`src/rtl/uart_cmd_ctrl.sv`:
```
// -----------------------------------------------------------------------------
// uart_cmd_ctrl
// Byte-command controller between an RX FIFO (first-word-fall-through) and a
// TX FIFO. Commands:
//   'L' <hex>  : set the 4-bit LED register, reply 'K' (or 'E' on a bad digit,
//                or 'E' if no argument byte arrives within TIMEOUT_CYCLES)
//   '?'        : reply with the LED value as one uppercase hex digit + LF
//   other      : reply 'E'
// Every 'E' reply bumps a saturating 8-bit error counter.
//
// Optional feature macro: UART_CMD_ECHO_EN -- when defined, each popped byte is
// echoed in front of its reply ('L' echoes alone and then waits for the
// argument).
//
// Ports:
//   clk            single clock
//   rst            synchronous active-high reset
//   rx_data_i[7:0] head byte of the RX FIFO, valid while rx_empty_i=0
//   rx_empty_i     RX FIFO empty
//   rx_rd_en_o     pop strobe; the byte popped is rx_data_i in the same cycle
//   tx_data_o[7:0] byte to the TX FIFO, holds its last written value otherwise
//   tx_wr_en_o     push strobe to the TX FIFO
//   tx_full_i      TX FIFO full
//   led_o[3:0]     LED register
//   err_cnt_o[7:0] count of 'E' replies, saturating at 0xFF
// -----------------------------------------------------------------------------
module uart_cmd_ctrl #(
  parameter int unsigned TIMEOUT_CYCLES = 100_000
) (
  input  logic       clk,
  input  logic       rst,
  input  logic [7:0] rx_data_i,
  input  logic       rx_empty_i,
  output logic       rx_rd_en_o,
  output logic [7:0] tx_data_o,
  output logic       tx_wr_en_o,
  input  logic       tx_full_i,
  output logic [3:0] led_o,
  output logic [7:0] err_cnt_o
);

  localparam int unsigned TW = (TIMEOUT_CYCLES > 2) ? $clog2(TIMEOUT_CYCLES) : 1;
  localparam logic [TW-1:0] TMO_LAST = TW'(TIMEOUT_CYCLES - 1);

  typedef enum logic [1:0] {
    S_IDLE = 2'd0,
    S_ARG  = 2'd1,
    S_SEND = 2'd2
  } state_e;

  state_e          state_q;
  state_e          ret_q;
  logic [7:0]      buf0_q, buf1_q, buf2_q;
  logic [1:0]      last_q;
  logic [1:0]      idx_q;
  logic [TW-1:0]   tmo_q;
  logic [3:0]      led_q;
  logic [7:0]      err_q;
  logic [7:0]      tx_last_q;

  logic            do_pop;
  logic            do_wr;
  logic            is_l;
  logic [7:0]      tx_sel;
  logic [7:0]      core0, core1;
  logic            core_last;
  logic [7:0]      resp0_d, resp1_d, resp2_d;
  logic [1:0]      resp_last_d;

  function automatic logic is_hex(input logic [7:0] b);
    return ((b >= 8'h30) && (b <= 8'h39)) ||
           ((b >= 8'h41) && (b <= 8'h46)) ||
           ((b >= 8'h61) && (b <= 8'h66));
  endfunction

  // Letters share the low nibble pattern 1..6 in both cases, so +9 maps them to 10..15.
  function automatic logic [3:0] hex_val(input logic [7:0] b);
    return (b <= 8'h39) ? b[3:0] : (b[3:0] + 4'd9);
  endfunction

  function automatic logic [7:0] hex_char(input logic [3:0] n);
    return (n < 4'd10) ? (8'h30 + {4'h0, n}) : (8'h37 + {4'h0, n});
  endfunction

  function automatic logic [7:0] sat_inc(input logic [7:0] v);
    return (v == 8'hFF) ? 8'hFF : (v + 8'd1);
  endfunction

  // Pop and push strobes must be same-cycle with the FIFO flags, so they are
  // decoded from registered state and gated by reset.
  assign do_pop = !rst && ((state_q == S_IDLE) || (state_q == S_ARG)) && !rx_empty_i;
  assign do_wr  = !rst && (state_q == S_SEND) && !tx_full_i;
  assign is_l   = (state_q == S_IDLE) && (rx_data_i == 8'h4C);

  assign rx_rd_en_o = do_pop;
  assign tx_wr_en_o = do_wr;
  assign tx_data_o  = do_wr ? tx_sel : tx_last_q;
  assign led_o      = led_q;
  assign err_cnt_o  = err_q;

  // Select the response byte at the current read index.
  always_comb begin
    case (idx_q)
      2'd0:    tx_sel = buf0_q;
      2'd1:    tx_sel = buf1_q;
      default: tx_sel = buf2_q;
    endcase
  end

  // Reply content without echo; a non-popping ARG cycle can only be a timeout.
  always_comb begin
    core0     = 8'h45;
    core1     = 8'h00;
    core_last = 1'b0;
    if ((state_q == S_IDLE) && (rx_data_i == 8'h3F)) begin
      core0     = hex_char(led_q);
      core1     = 8'h0A;
      core_last = 1'b1;
    end else if ((state_q == S_ARG) && do_pop && is_hex(rx_data_i)) begin
      core0 = 8'h4B;
    end else begin
      core0 = 8'h45;
    end
  end

  // Final buffer image, optionally with the popped byte in front.
  always_comb begin
`ifdef UART_CMD_ECHO_EN
    if (do_pop) begin
      resp0_d     = rx_data_i;
      resp1_d     = core0;
      resp2_d     = core1;
      resp_last_d = is_l ? 2'd0 : ({1'b0, core_last} + 2'd1);
    end else begin
      resp0_d     = core0;
      resp1_d     = core1;
      resp2_d     = 8'h00;
      resp_last_d = {1'b0, core_last};
    end
`else
    resp0_d     = core0;
    resp1_d     = core1;
    resp2_d     = 8'h00;
    resp_last_d = {1'b0, core_last};
`endif
  end

  // Command FSM with response buffer, timeout counter, LED and error counter.
  always_ff @(posedge clk) begin
    if (rst) begin
      state_q   <= S_IDLE;
      ret_q     <= S_IDLE;
      buf0_q    <= 8'h00;
      buf1_q    <= 8'h00;
      buf2_q    <= 8'h00;
      last_q    <= 2'd0;
      idx_q     <= 2'd0;
      tmo_q     <= '0;
      led_q     <= 4'h0;
      err_q     <= 8'h00;
      tx_last_q <= 8'h00;
    end else begin
      case (state_q)
        S_IDLE: begin
          if (do_pop) begin
            buf0_q <= resp0_d;
            buf1_q <= resp1_d;
            buf2_q <= resp2_d;
            last_q <= resp_last_d;
            idx_q  <= 2'd0;
            tmo_q  <= '0;
            if (is_l) begin
`ifdef UART_CMD_ECHO_EN
              state_q <= S_SEND;
              ret_q   <= S_ARG;
`else
              state_q <= S_ARG;
              ret_q   <= S_IDLE;
`endif
            end else begin
              state_q <= S_SEND;
              ret_q   <= S_IDLE;
              if (rx_data_i != 8'h3F) begin
                err_q <= sat_inc(err_q);
              end
            end
          end
        end
        S_ARG: begin
          if (do_pop || (tmo_q == TMO_LAST)) begin
            buf0_q  <= resp0_d;
            buf1_q  <= resp1_d;
            buf2_q  <= resp2_d;
            last_q  <= resp_last_d;
            idx_q   <= 2'd0;
            tmo_q   <= '0;
            state_q <= S_SEND;
            ret_q   <= S_IDLE;
            if (do_pop && is_hex(rx_data_i)) begin
              led_q <= hex_val(rx_data_i);
            end else begin
              err_q <= sat_inc(err_q);
            end
          end else begin
            tmo_q <= tmo_q + 1'b1;
          end
        end
        S_SEND: begin
          if (do_wr) begin
            tx_last_q <= tx_sel;
            if (idx_q == last_q) begin
              idx_q   <= 2'd0;
              state_q <= ret_q;
            end else begin
              idx_q <= idx_q + 2'd1;
            end
          end
        end
        default: begin
          state_q <= S_IDLE;
        end
      endcase
    end
  end

endmodule

```
`config.mk`:
```
export PLATFORM = sky130hd
export DESIGN_NAME = uart_cmd_ctrl
export DESIGN_NICKNAME = d
export VERILOG_FILES = /design/src/rtl/uart_cmd_ctrl.sv
export SDC_FILE = /design/constraint.sdc
export NUM_CORES = 1
export LEC_CHECK = 0
export BUFFER_PORTS_ARGS = -buffer_cell sky130_fd_sc_hd__buf_4
export CELL_PAD_IN_SITES_DETAIL_PLACEMENT = 1
export CELL_PAD_IN_SITES_GLOBAL_PLACEMENT = 1
export CORE_MARGIN = 2
export CORE_UTILIZATION = 40
export DETAILED_ROUTE_END_ITERATION = 6
export PLACE_DENSITY = 0.81
export SYNTH_ARGS = -nofsm -noshare
export SYNTH_HDL_FRONTEND = slang
export SYNTH_SLANG_ARGS = --single-unit
```
`constraint.sdc`:
```
create_clock -name clk -period 5.7 [get_ports clk]
set_clock_uncertainty 0.05 [all_clocks]
set_input_delay 0.57 -clock clk [delete_from_list [all_inputs] [get_ports clk]]
set_output_delay 0.57 -clock clk [all_outputs]
set_load 0.01 [all_outputs]
```
* Word-level counts from Yosys, hierarchy flattened *
Cells that the tools add are included.

word-level totals
  bits of input ports = 12
  output and inout port bits = 22
  word-level logic and storage cells = 111
  bits in registers = 69

operators by class
  $add $sub $neg = 6
  equality and inequality tests = 16
  reduce and logical (&&, ||, !) cells = 29
  magnitude comparators = 7
  multiplexer cells = 42

operators by type and width
  kind                     count
  $mux W8                  13
  $pmux W8 S2              5
  $mux W17                 2
  $pmux W17 S2             1
  $mux W2                  11
  $add A17 B1 Y17 const B  1
  $eq A17 B17 Y1 const B   1
  $ge A8 B7 Y1 const B     2
  $le A8 B7 Y1 const B     2
  $add A6 B4 Y7 const A    2
  $mux W7                  2
  $logic_and A1 B1 Y1      12
  $mux W4                  3
  $pmux W2 S3              2
  $add A8 B1 Y8 const B    1
  $eq A8 B6 Y1 const B     1
  $eq A8 B7 Y1 const B     1
  $eq A8 B8 Y1 const B     1
  $ge A8 B6 Y1 const B     1
  $le A8 B6 Y1 const B     1
  $ne A2 B2 Y1 const B     4
  $ne A8 B6 Y1 const B     1
  $pmux W2 S2              2
  $reduce_and A4 Y1        2
  16 further kinds         26

* Logic depth before layout (Yosys ltp) *
Gate-level depths: netlist of the first run.

  depth after elaboration = 10
  gate-level depth with buffers = 8
  depth with buffers taken out = 7

* Worst setup path after synthesis of the first run *
No wires, ideal clock.

  kind = in2reg
  start = in rx_data_i[0]
  end = reg err_q[4] (netlist: err_cnt_o[4])
  library setup time = 91 ps
  data arrival time = 1958 ps
  path buffers = 1
  stages = 8
  setup slack = 3601 ps
  required time = 5559 ps
  path through = inv_1 > ha_1 > o21bai_1 > a2111oi_4 > nor2_1 > buf_6 > a31oi_1 > a311oi_1

between the ends
  cells in the longest elaborated chain, start to end = 7
  elaborated cells on any way between the ends = 19
  those cells by class = 6 x order compare; 5 x eq/ne; 8 x reduce/logical

RTL lines
  element                                        RTL line  RTL
  start: declaration                             32        input logic [7:0] rx_data_i,
  $ge A8 B6 Y1, or another cell as far along     71        return ((b >= 8'h30) && (b <= 8'h39)) ||
  $logic_and A1 B1 Y1, on equally long branches  71, 72
  $logic_or A1 B1 Y1                             71
  $logic_or A1 B1 Y1                             72        ((b >= 8'h41) && (b <= 8'h46)) ||
  $logic_and A1 B1 Y1                            199       if (do_pop && is_hex(rx_data_i)) begin
  $ne A2 B2 Y1 (no line)                         --
  $reduce_and A6 Y1 (no line) (*)                --
  end signal: assignment                         184       err_q <= sat_inc(err_q);
  end signal: assignment                         202       err_q <= sat_inc(err_q);
  end: declaration                               58        logic [7:0] err_q;

Mark *: on every way between the ends. The rest lies on a longest branch, timed or not.
A chain may end at the register's enable or synchronous reset.

* Worst setup path in the final report of the first run *
  start = in rst
  end = out tx_data_o[2]

between the ends
  cells in the longest elaborated chain, start to end = 4

RTL lines
  element                            RTL line  RTL
  start: declaration                 31        input logic rst,
  $logic_not A1 Y1                   92        assign do_wr = !rst && (state_q == S_SEND) && !tx_full_i;
  $logic_and A1 B1 Y1 (2 in series)  92
  $mux W8                            --
  end: declaration                   35        output logic [7:0] tx_data_o,

No other way between the ends.

==> flow_summary.ini, run 1 <==
[synthesis]
synth_ff_type = dfxtp_1
netlist_area_mm2 = 0.002718
avgSynthCellArea_um2 = 8.285
yosysSeqAreaShare = 0.3610
synth-seq-cells = 49
synthArstFlopShare = 0
syn-num-nets = 349
syn_inst = 328
synth_edf_count = 0
yosysWarnings = 0
yosysUniqueCellTypes = 56

[detailed_routing]
first_pass_iters = 4
wl_per_cell_um = 15.70
drc = 0
dr_total_vias = 2525
viasPerCell = 5.805
routed_wl_um = 6829
ant_nets = 0
drt_iter0_drc = 75

[worst_setup_path]
path_buf_inv = 3
slowest_stage = buf_4
crit_type = input pin to output pin
cpLargestDelayFamily = buffers and inverters
path_common_cell = buf_4
r2r_setup_slack_ns = 3.06
ff2ff_path_depth = 6
crit_path_max_incr_delay_ns = 0.39
reg2reg_to = buf0_q[6]
critical_path.max_fanout = 42
crit_path_end_kind = output pin
reg2reg_from = tmo_q[0]
cp_cell_sequence = buf_4 -> nor2_1 -> nand2b_1 -> clkinv_1 -> nand3_1 -> nand2_1 -> buf_4
cp-start-kind = input pin
arrival_ns = 2.20
worstPathRequired_ns = 5.08

[grt]
grt_pass1_wl_um = 11470
antenna_found_initial = 0
grt_max_degree = 43
first_global_vias = 2363
grt_usage = 0.1879
grt_overflow = 0

[floorplanning]
dieArea_mm2 = 0.007469
fp.dieH_um = 86.43
io_pins = 34
start_util = 0.4067
row_count = 30
core_mm2 = 0.006681
die_w_um = 86.43

[pwr]
p_leak_nw = 1.128
irDropWorstVdd_v = 0.0001153
powerDensity_mw_per_mm2 = 202.8

[finish]
postLayoutCoreUtil = 0.4622
fillCellCount = 824
diodes = 0
syn_to_final_growth_pct = 13.63
drive_above_1_share = 0.1549
fin_nets = 375

[cts]
clk_latency_ns = 0.31
clk_pin_slew_worst_paths_ns = 0.10
cts-resized-gates = 0
htree_levels = 2
cts_hold_buffers = 0
cts_max_path_buffers = 2
root_buffer = clkbuf_8
cts_buffers = 5
cts_tree = done
cts_sinks = 49
cts_setup_buffers = 0

[timing]
hold_viol = 0
setup_viol = 0
rsz0062_at_grt = no
slew_headroom = 0.2276
min_period_over_period = 0.4952
fin_crit_ns = 2.823
drv_slew = 0
tns_ns = 0
worstMarginPinSlew_ns = 1.151
max_freq_mhz = 354.3

[job]
max_cap_viol_count = 0

[placed_design]
gp_congestion = 0.8957
dpl.hpwl_um = 4943
io_buffers = 33

[worst_hold_path]
min_to = tx_last_q[2]
hp-start = tx_last_q[2]
holdPathStages = 2
hold_class = register to register

[outcome]
status = finished clean
==> cells in the mapped netlist (all sizes together) (3+ instances only) <==
| master | count | area, µm² |
|---|---|---|
| dfxtp | 49 | 980.9 |
| nand2 | 38 | 142.6 |
| a21oi | 26 | 130.1 |
| nor2 | 25 | 93.84 |
| nand3 | 21 | 105.1 |
| nor3 | 15 | 80.08 |
| inv | 13 | 48.79 |
| o21ai | 13 | 65.06 |
| and3 | 11 | 68.82 |
| ha | 9 | 112.6 |
| a311oi | 8 | 76.32 |
| a31oi | 8 | 50.05 |
| clkbuf | 8 | 30.03 |
| xnor2 | 7 | 61.31 |
| buf | 6 | 42.54 |
| nand4 | 6 | 37.54 |
| and2 | 5 | 31.28 |
| or3 | 5 | 31.28 |
| a22o | 3 | 26.28 |
| a41oi | 3 | 26.28 |
| nand2b | 3 | 18.77 |
| o211ai | 3 | 22.52 |
| or2 | 3 | 18.77 |
| or4b | 3 | 37.54 |
| xor2 | 3 | 26.28 |
==> flip-flops by register name, indices dropped and copies added (netlist names) <==
| register | flops |
|---|---|
| led_o | 4 |
| buf0_q | 7 |
| idx_q | 2 |
| state_q | 2 |
| err_cnt_o | 8 |
| tmo_q | 17 |
| buf1_q | 1 |
| tx_last_q | 8 |
==> layout make-up <==
class,instances,area (µm²),share of cell area
Clock buffer,5,68.82,0.02229
Clock inverter,3,26.28,0.008509
Inverter,14,52.55,0.01702
Multi-Input combinational cell,251,1612,0.5219
Sequential cell,49,980.9,0.3177
Tap cell,80,100.1,0.03241
Timing Repair Buffer,33,247.7,0.08023
==> logic make-up after synthesis <==
family,Yosys count,synth area share
xor gates and xnor gates,10,0.03223
buffers and inverters,28,0.04604
DFF,49,0.3610
AOI/OAI and AO/OA,79,0.2081
adders and majority gates,9,0.04144
muxes,2,0.007367
and+or+nand+nor,151,0.3039
==> layout by cell type (no fill, tap or decap), types with 5 or more instances in the layout <==
cell type,netlist,final
dfxtp_1,49,49
nand2_1,38,38
buf_4,0,33
a21oi_1,26,26
nor2_1,25,25
nand3_1,21,21
nor3_1,14,14
inv_1,12,12
o21ai_0,12,12
and3_1,11,11
ha_1,9,9
a31oi_1,8,8
a311oi_1,7,7
xnor2_1,7,7
nand4_1,6,6
and2_1,5,5
or3_1,5,5
clkbuf_8,0,5
==> power breakdown <==
| group | switching [W] | internal, W |
|---|---|---|
| sequential | 0.00000406 | 0.000346 |
| combinational | 0.0000338 | 0.0000209 |
| clock | 0.000132 | 0.0000895 |
==> worst register-to-register path: stages (launching register included) <==
cell and delay [ns]:
dfxtp_1 0.41, ha_1 0.21, and4_1 0.30, nand4_1 0.15, o21ai_1 0.92, o211ai_1 0.29, o211a_1 0.21
==> per-stage QoR <==
stage                     hold slack (ns)  instances  setup slack [ns]  cell area, µm²  power [W]
after floorplan                    0.3821        328             3.601            2718  0.0003905
after global placement             0.3974        427             2.847            2993  0.0004114
after detailed placement           0.4092        427             2.837            2993  0.0004128
after CTS                          0.4236        435             2.847            3088  0.0006300
after global routing               0.4493        435             2.661            3088  0.0006493
final                              0.4167        435             2.877            3088  0.0006262
==> routing by layer <==
metal,vias to the layer above,routed length (µm),global-route usage
met2,32,3121,0.3042
li1,1256,-,-
met5,-,0,0
met3,9,194,0.03238
met4,0,78,0.04688
met1,1228,3436,0.2606
==> how the worst max path moves through the flow <==
| stage | from | end | slack, ns | cells after the start |
|---|---|---|---|---|
| after global routing | rst | tx_data_o[5] | 2.66 | 7 |
| after global placement | rst | tx_data_o[0] | 2.85 | 7 |
| after detailed placement | rst | tx_data_o[2] | 2.84 | 7 |
| after floorplan | rx_data_i[0] | err_cnt_o[4] | 3.60 | 8 |
| final | rst | tx_data_o[2] | 2.88 | 7 |
| after CTS | rst | tx_data_o[2] | 2.85 | 7 |
No activity file was read; power rests on OpenSTA's default activity.
==> run 2, diff against run 1 <==
- clock period: 5.7 -> 2.6 ns (I/O delays scaled with it)
==> run 2 against run 1 <==
Against the previous run:
- combinational power grew 140%
- clock power grew 110%
- global-route usage grew 1.2 points
- hold slack lost 0.21 ns
- critical path depth shrank 1
- critical path type is now register to register
- routed wire length grew 1.2%
- critical endpoint is now err_cnt_o[5]
- largest cell class unchanged
==> flow_summary.ini, run 2 (same netlist as run 1, synthesis figures left out) <==
[outcome]
status = finished clean

[detailed_routing]
ant_nets = 0
drc = 0
viasPerCell = 5.869
drt_iter0_drc = 102
first_pass_iters = 4
dr_total_vias = 2594
wl_per_cell_um = 15.64
routed_wl_um = 6912

[grt]
grt_overflow = 0
first_global_vias = 2519
grt_max_degree = 23
antenna_found_initial = 0
grt_usage = 0.1996
grt_pass1_wl_um = 12110

[timing]
rsz0062_at_grt = no
hold_viol = 0
tns_ns = 0
min_period_over_period = 0.9135
drv_slew = 0
slew_headroom = 0.3159
setup_viol = 0
fin_crit_ns = 2.375
max_freq_mhz = 421.0
whs_ns = 0.2116
worstMarginPinSlew_ns = 1.022

[floorplanning]
dieArea_mm2 = 0.007469
row_count = 30
fp.dieH_um = 86.43
core_mm2 = 0.006681
die_w_um = 86.43
start_util = 0.4067
io_pins = 34

[worst_setup_path]
reg2reg_to = err_cnt_o[5]
arrival_ns = 2.54
reg2reg_from = tmo_q[0]
crit_path_end_kind = register
crit_path_max_incr_delay_ns = 0.43
worst-path-stages = 6
path_common_cell = and4_1
r2r_setup_slack_ns = 0.22
cp_cell_sequence = ha_1 -> and4_1 -> and4_1 -> o211a_1 -> a41oi_1 -> a311oi_2
critPathLaunch = tmo_q[0]
path_buf_inv = 0
cp-endpoint = err_cnt_o[5]
worstPathRequired_ns = 2.77
cpLargestDelayFamily = compound AO/OA/AOI/OAI gates
ff2ff_path_depth = 6
cp-start-kind = register
slowest_stage = o211a_1
critical_path.max_fanout = 12
crit_type = register to register

[finish]
diodes = 0
syn_to_final_growth_pct = 15.38
regArea_um2 = 980.9
largest_reg_flops = 17
fin_nets = 382
mostFrequentLayoutCell = dfxtp_1
layout_common_cells = dfxtp_1 (49), buf_4 (40), nand2_1 (38), a21oi_1 (26), nor2_1 (25)
drive_above_1_share = 0.1713
fillCellCount = 835
multiInputGateArea_mm2 = 0.001612
regMostFlops = tmo_q
fin_area_mm2 = 0.003136

[cts]
cts_hold_buffers = 0
cts-resized-gates = 0
htree_levels = 2
cts_buffers = 5
cts_sinks = 49
root_buffer = clkbuf_8
clk_pin_slew_worst_paths_ns = 0.10
cts_setup_buffers = 0
cts_tree = done
cts_max_path_buffers = 2
clk_latency_ns = 0.30

[pwr]
powerDensity_mw_per_mm2 = 434.6
totalPowerFinal_w = 0.001363
p_leak_nw = 1.165
irDropWorstVdd_v = 0.0001919

[worst_hold_path]
hold_class = input pin to register
hp-start = rx_data_i[2]

[placed_design]
io_buffers = 33
gp_congestion = 0.9143
dpl.hpwl_um = 5176
dpl-instance-area_mm2 = 0.003045

[job]
max_cap_viol_count = 0
## run 2: cell types whose count changed in the layout (fill, tap and decap cells not counted), sizes merged
| cell | change |
|---|---|
| buf | +7 |
| clkinvlp | -1 |
| clkinv | +1 |
## run 2: area by class of cell
cell class,instances,share of cell area
Tap cell,80,0.03192
Clock buffer,5,0.02195
Sequential cell,49,0.3128
Inverter,14,0.01676
Multi-Input combinational cell,251,0.5140
Timing Repair Buffer,40,0.09577
Clock inverter,3,0.006784
## run 2: metal layers
metal,vias to the layer above,GRT usage,part of all wire
met3,7,0.03238,0.020
met2,26,0.3259,0.47
met4,0,0.05398,0.013
li1,1267,-,-
met1,1294,0.2739,0.50
met5,-,0,0
## run 2: power by group
part           internal (W)  switching (W)  total (W)
registers          0.000759     0.00000802   0.000767
logic             0.0000522      0.0000769   0.000129
clock network      0.000192       0.000274   0.000466
total               0.00100       0.000359    0.00136
## run 2: tightest hold or removal path, stage by stage
cell     delay (ns)
buf_4          0.13
o21ai_0        0.07
a21oi_1        0.06
## run 2: worst min path at each step
stage          cells after the start         to  slack, ns
2_1_floorplan                      2   led_o[2]       0.37
3_3_place_gp                       2  buf0_q[5]       0.39
3_5_place_dp                       2  buf0_q[5]       0.40
4_1_cts                            3   led_o[2]       0.21
5_1_grt                            3   led_o[3]       0.23
6_report                           3   led_o[2]       0.21
## run 2: stage by stage
stage          setup slack [ns]  utilization  instances
2_1_floorplan            0.6746            -        328
3_3_place_gp             0.1411       0.4558        434
3_5_place_dp            0.05179       0.4558        434
4_1_cts                  0.2237       0.4693        442
5_1_grt                 0.09432       0.4693        442
6_report                 0.2249       0.4693        442
==> run 3, diff against run 2 <==
- BUFFER_PORTS_ARGS: -buffer_cell sky130_fd_sc_hd__buf_4 -> -buffer_cell sky130_fd_sc_hd__buf_2
- SLEW_MARGIN: default -> 40
- clock period: 2.6 -> 2.35 ns (I/O delays scaled with it)
==> run 3 against run 2 <==
Against the previous run:
- setup slack worse by 0.0080 ns
- total power is 12% higher
- critical path depth stayed put
- first-iteration DRC count is 65% higher
- highest routed layer unchanged
==> flow_summary.ini, run 3 (same netlist as run 1, synthesis figures left out) <==
[outcome]
status = finished clean

[detailed_routing]
met1_length_um = 3475
wl_met2_um = 3416
top_layer_used = met4
viasPerCell = 5.734
met3WireLength_um = 229
drc = 0
first_pass_iters = 4
ant_nets = 0
drt_iter0_drc = 168
dr_total_vias = 2563
routed_wl_um = 7183
wl_per_cell_um = 16.07

[placed_design]
io_buffers = 33
gp_congestion = 0.7924
dpl.hpwl_um = 5080
dpl-instance-area_mm2 = 0.003003
dp_slack_ns = 0.09664

[cts]
cts_tree = done
clk_pin_slew_worst_paths_ns = 0.10
cts-resized-gates = 0
htree_levels = 2
cts_setup_buffers = 0
clk_latency_ns = 0.31
cts_max_path_buffers = 2
cts_hold_buffers = 0
cts_buffers = 5
root_buffer = clkbuf_8
cts_sinks = 49

[grt]
antenna_found_initial = 0
grt_pass1_wl_um = 12150
grt_max_degree = 39
first_global_vias = 2491
grt_usage = 0.1994
grt_overflow = 0

[worst_setup_path]
cp-start-kind = register
reg2reg_from = state_q[1]
crit_path_end_kind = register
arrival_ns = 2.31
critical_path.max_fanout = 10
worstPathRequired_ns = 2.53
crit_path_max_incr_delay_ns = 0.59
path_buf_inv = 1
slowest_stage = or4b_4
crit_type = register to register
ff2ff_path_depth = 6
reg2reg_to = err_cnt_o[2]
cp_cell_sequence = or4b_4 -> a2111oi_4 -> buf_4 -> or2_1 -> nor3_1 -> a311oi_1
r2r_setup_slack_ns = 0.22
cpLargestDelayFamily = simple AND/OR/NAND/NOR gates

[timing]
rsz0062_at_grt = no
max_freq_mhz = 468.8
min_period_over_period = 0.9077
setup_viol = 0
hold_viol = 0
slew_headroom = 0.5800
worstMarginPinSlew_ns = 0.6293
drv_slew = 0
final.setup.worst_slack_ns = 0.2169
fin_crit_ns = 2.133
whs_ns = 0.1143

[floorplanning]
row_count = 30
core_mm2 = 0.006681
dieArea_mm2 = 0.007469
io_pins = 34
fp.dieH_um = 86.43
die_w_um = 86.43
start_util = 0.4067

[worst_hold_path]
min_to = state_q[1]
hp-start = rst
hold_class = input pin to register
holdPathStages = 2

[finish]
mostFrequentLayoutCell = dfxtp_1
drive_above_1_share = 0.1907
postLayoutCoreUtil = 0.4661
fin_area_mm2 = 0.003114
layout_common_cells = dfxtp_1 (49), nand2_1 (38), buf_2 (33), a21oi_1 (26), nor2_1 (24)
largest_reg_flops = 17
fin_nets = 387
syn_to_final_growth_pct = 14.59
regMostFlops = tmo_q
diodes = 0

[pwr]
totalPowerFinal_w = 0.001521
p_leak_nw = 1.172
irDropWorstVdd_v = 0.0002099
powerDensity_mw_per_mm2 = 488.4

[job]
max_cap_viol_count = 0
-- run 3: layout make-up --
class	count	area [µm²]
Fill cell	834	3567
Multi-Input combinational cell	251	1630
Sequential cell	49	980.9
Timing Repair Buffer	45	255.2
Tap cell	80	100.1
Clock buffer	5	68.82
Inverter	14	52.55
Clock inverter	3	26.28
-- run 3: layer usage --
layer	global-route usage	vias up
met4	0.04261	0
met2	0.3385	31
met5	0	-
li1	-	1279
met1	0.2717	1247
met3	0.02571	6
-- run 3: through the flow --
step / cells / setup TNS, ns
2_1_floorplan: 328 / 0
3_3_place_gp: 439 / -0.01695
3_5_place_dp: 439 / 0
4_1_cts: 447 / 0
5_1_grt: 447 / 0
6_report: 447 / 0
-- run 3: worst reg2reg max path, cell delays in order (launching register included) --
cell	delay [ns]
dfxtp_1	0.33
or4b_4	0.59
a2111oi_4	0.26
buf_4	0.18
or2_1	0.29
nor3_1	0.10
a311oi_1	0.25
-- run 3: how the worst max path moves through the flow --
stage	startpoint	endpoint	slack, ns	depth (start not counted)
after global placement	rx_data_i[1]	err_cnt_o[5]	-0.01	8
final	state_q[1]	err_cnt_o[2]	0.22	6
after detailed placement	tmo_q[0]	err_cnt_o[5]	0.1	6
after floorplan	tmo_q[0]	idx_q[1]	0.42	7
after CTS	tmo_q[0]	err_cnt_o[5]	0.03	6
after global routing	tmo_q[0]	err_cnt_o[1]	0.06	6
-- run 3: where the power goes --
part / leakage, nW / internal (W) / switching (W) / total [W]
clock: 0.0423 / 0.000217 / 0.000317 / 0.000534
sequential: 0.396 / 0.000840 / 0.00000547 / 0.000846
combinational: 0.734 / 0.0000516 / 0.0000898 / 0.000141
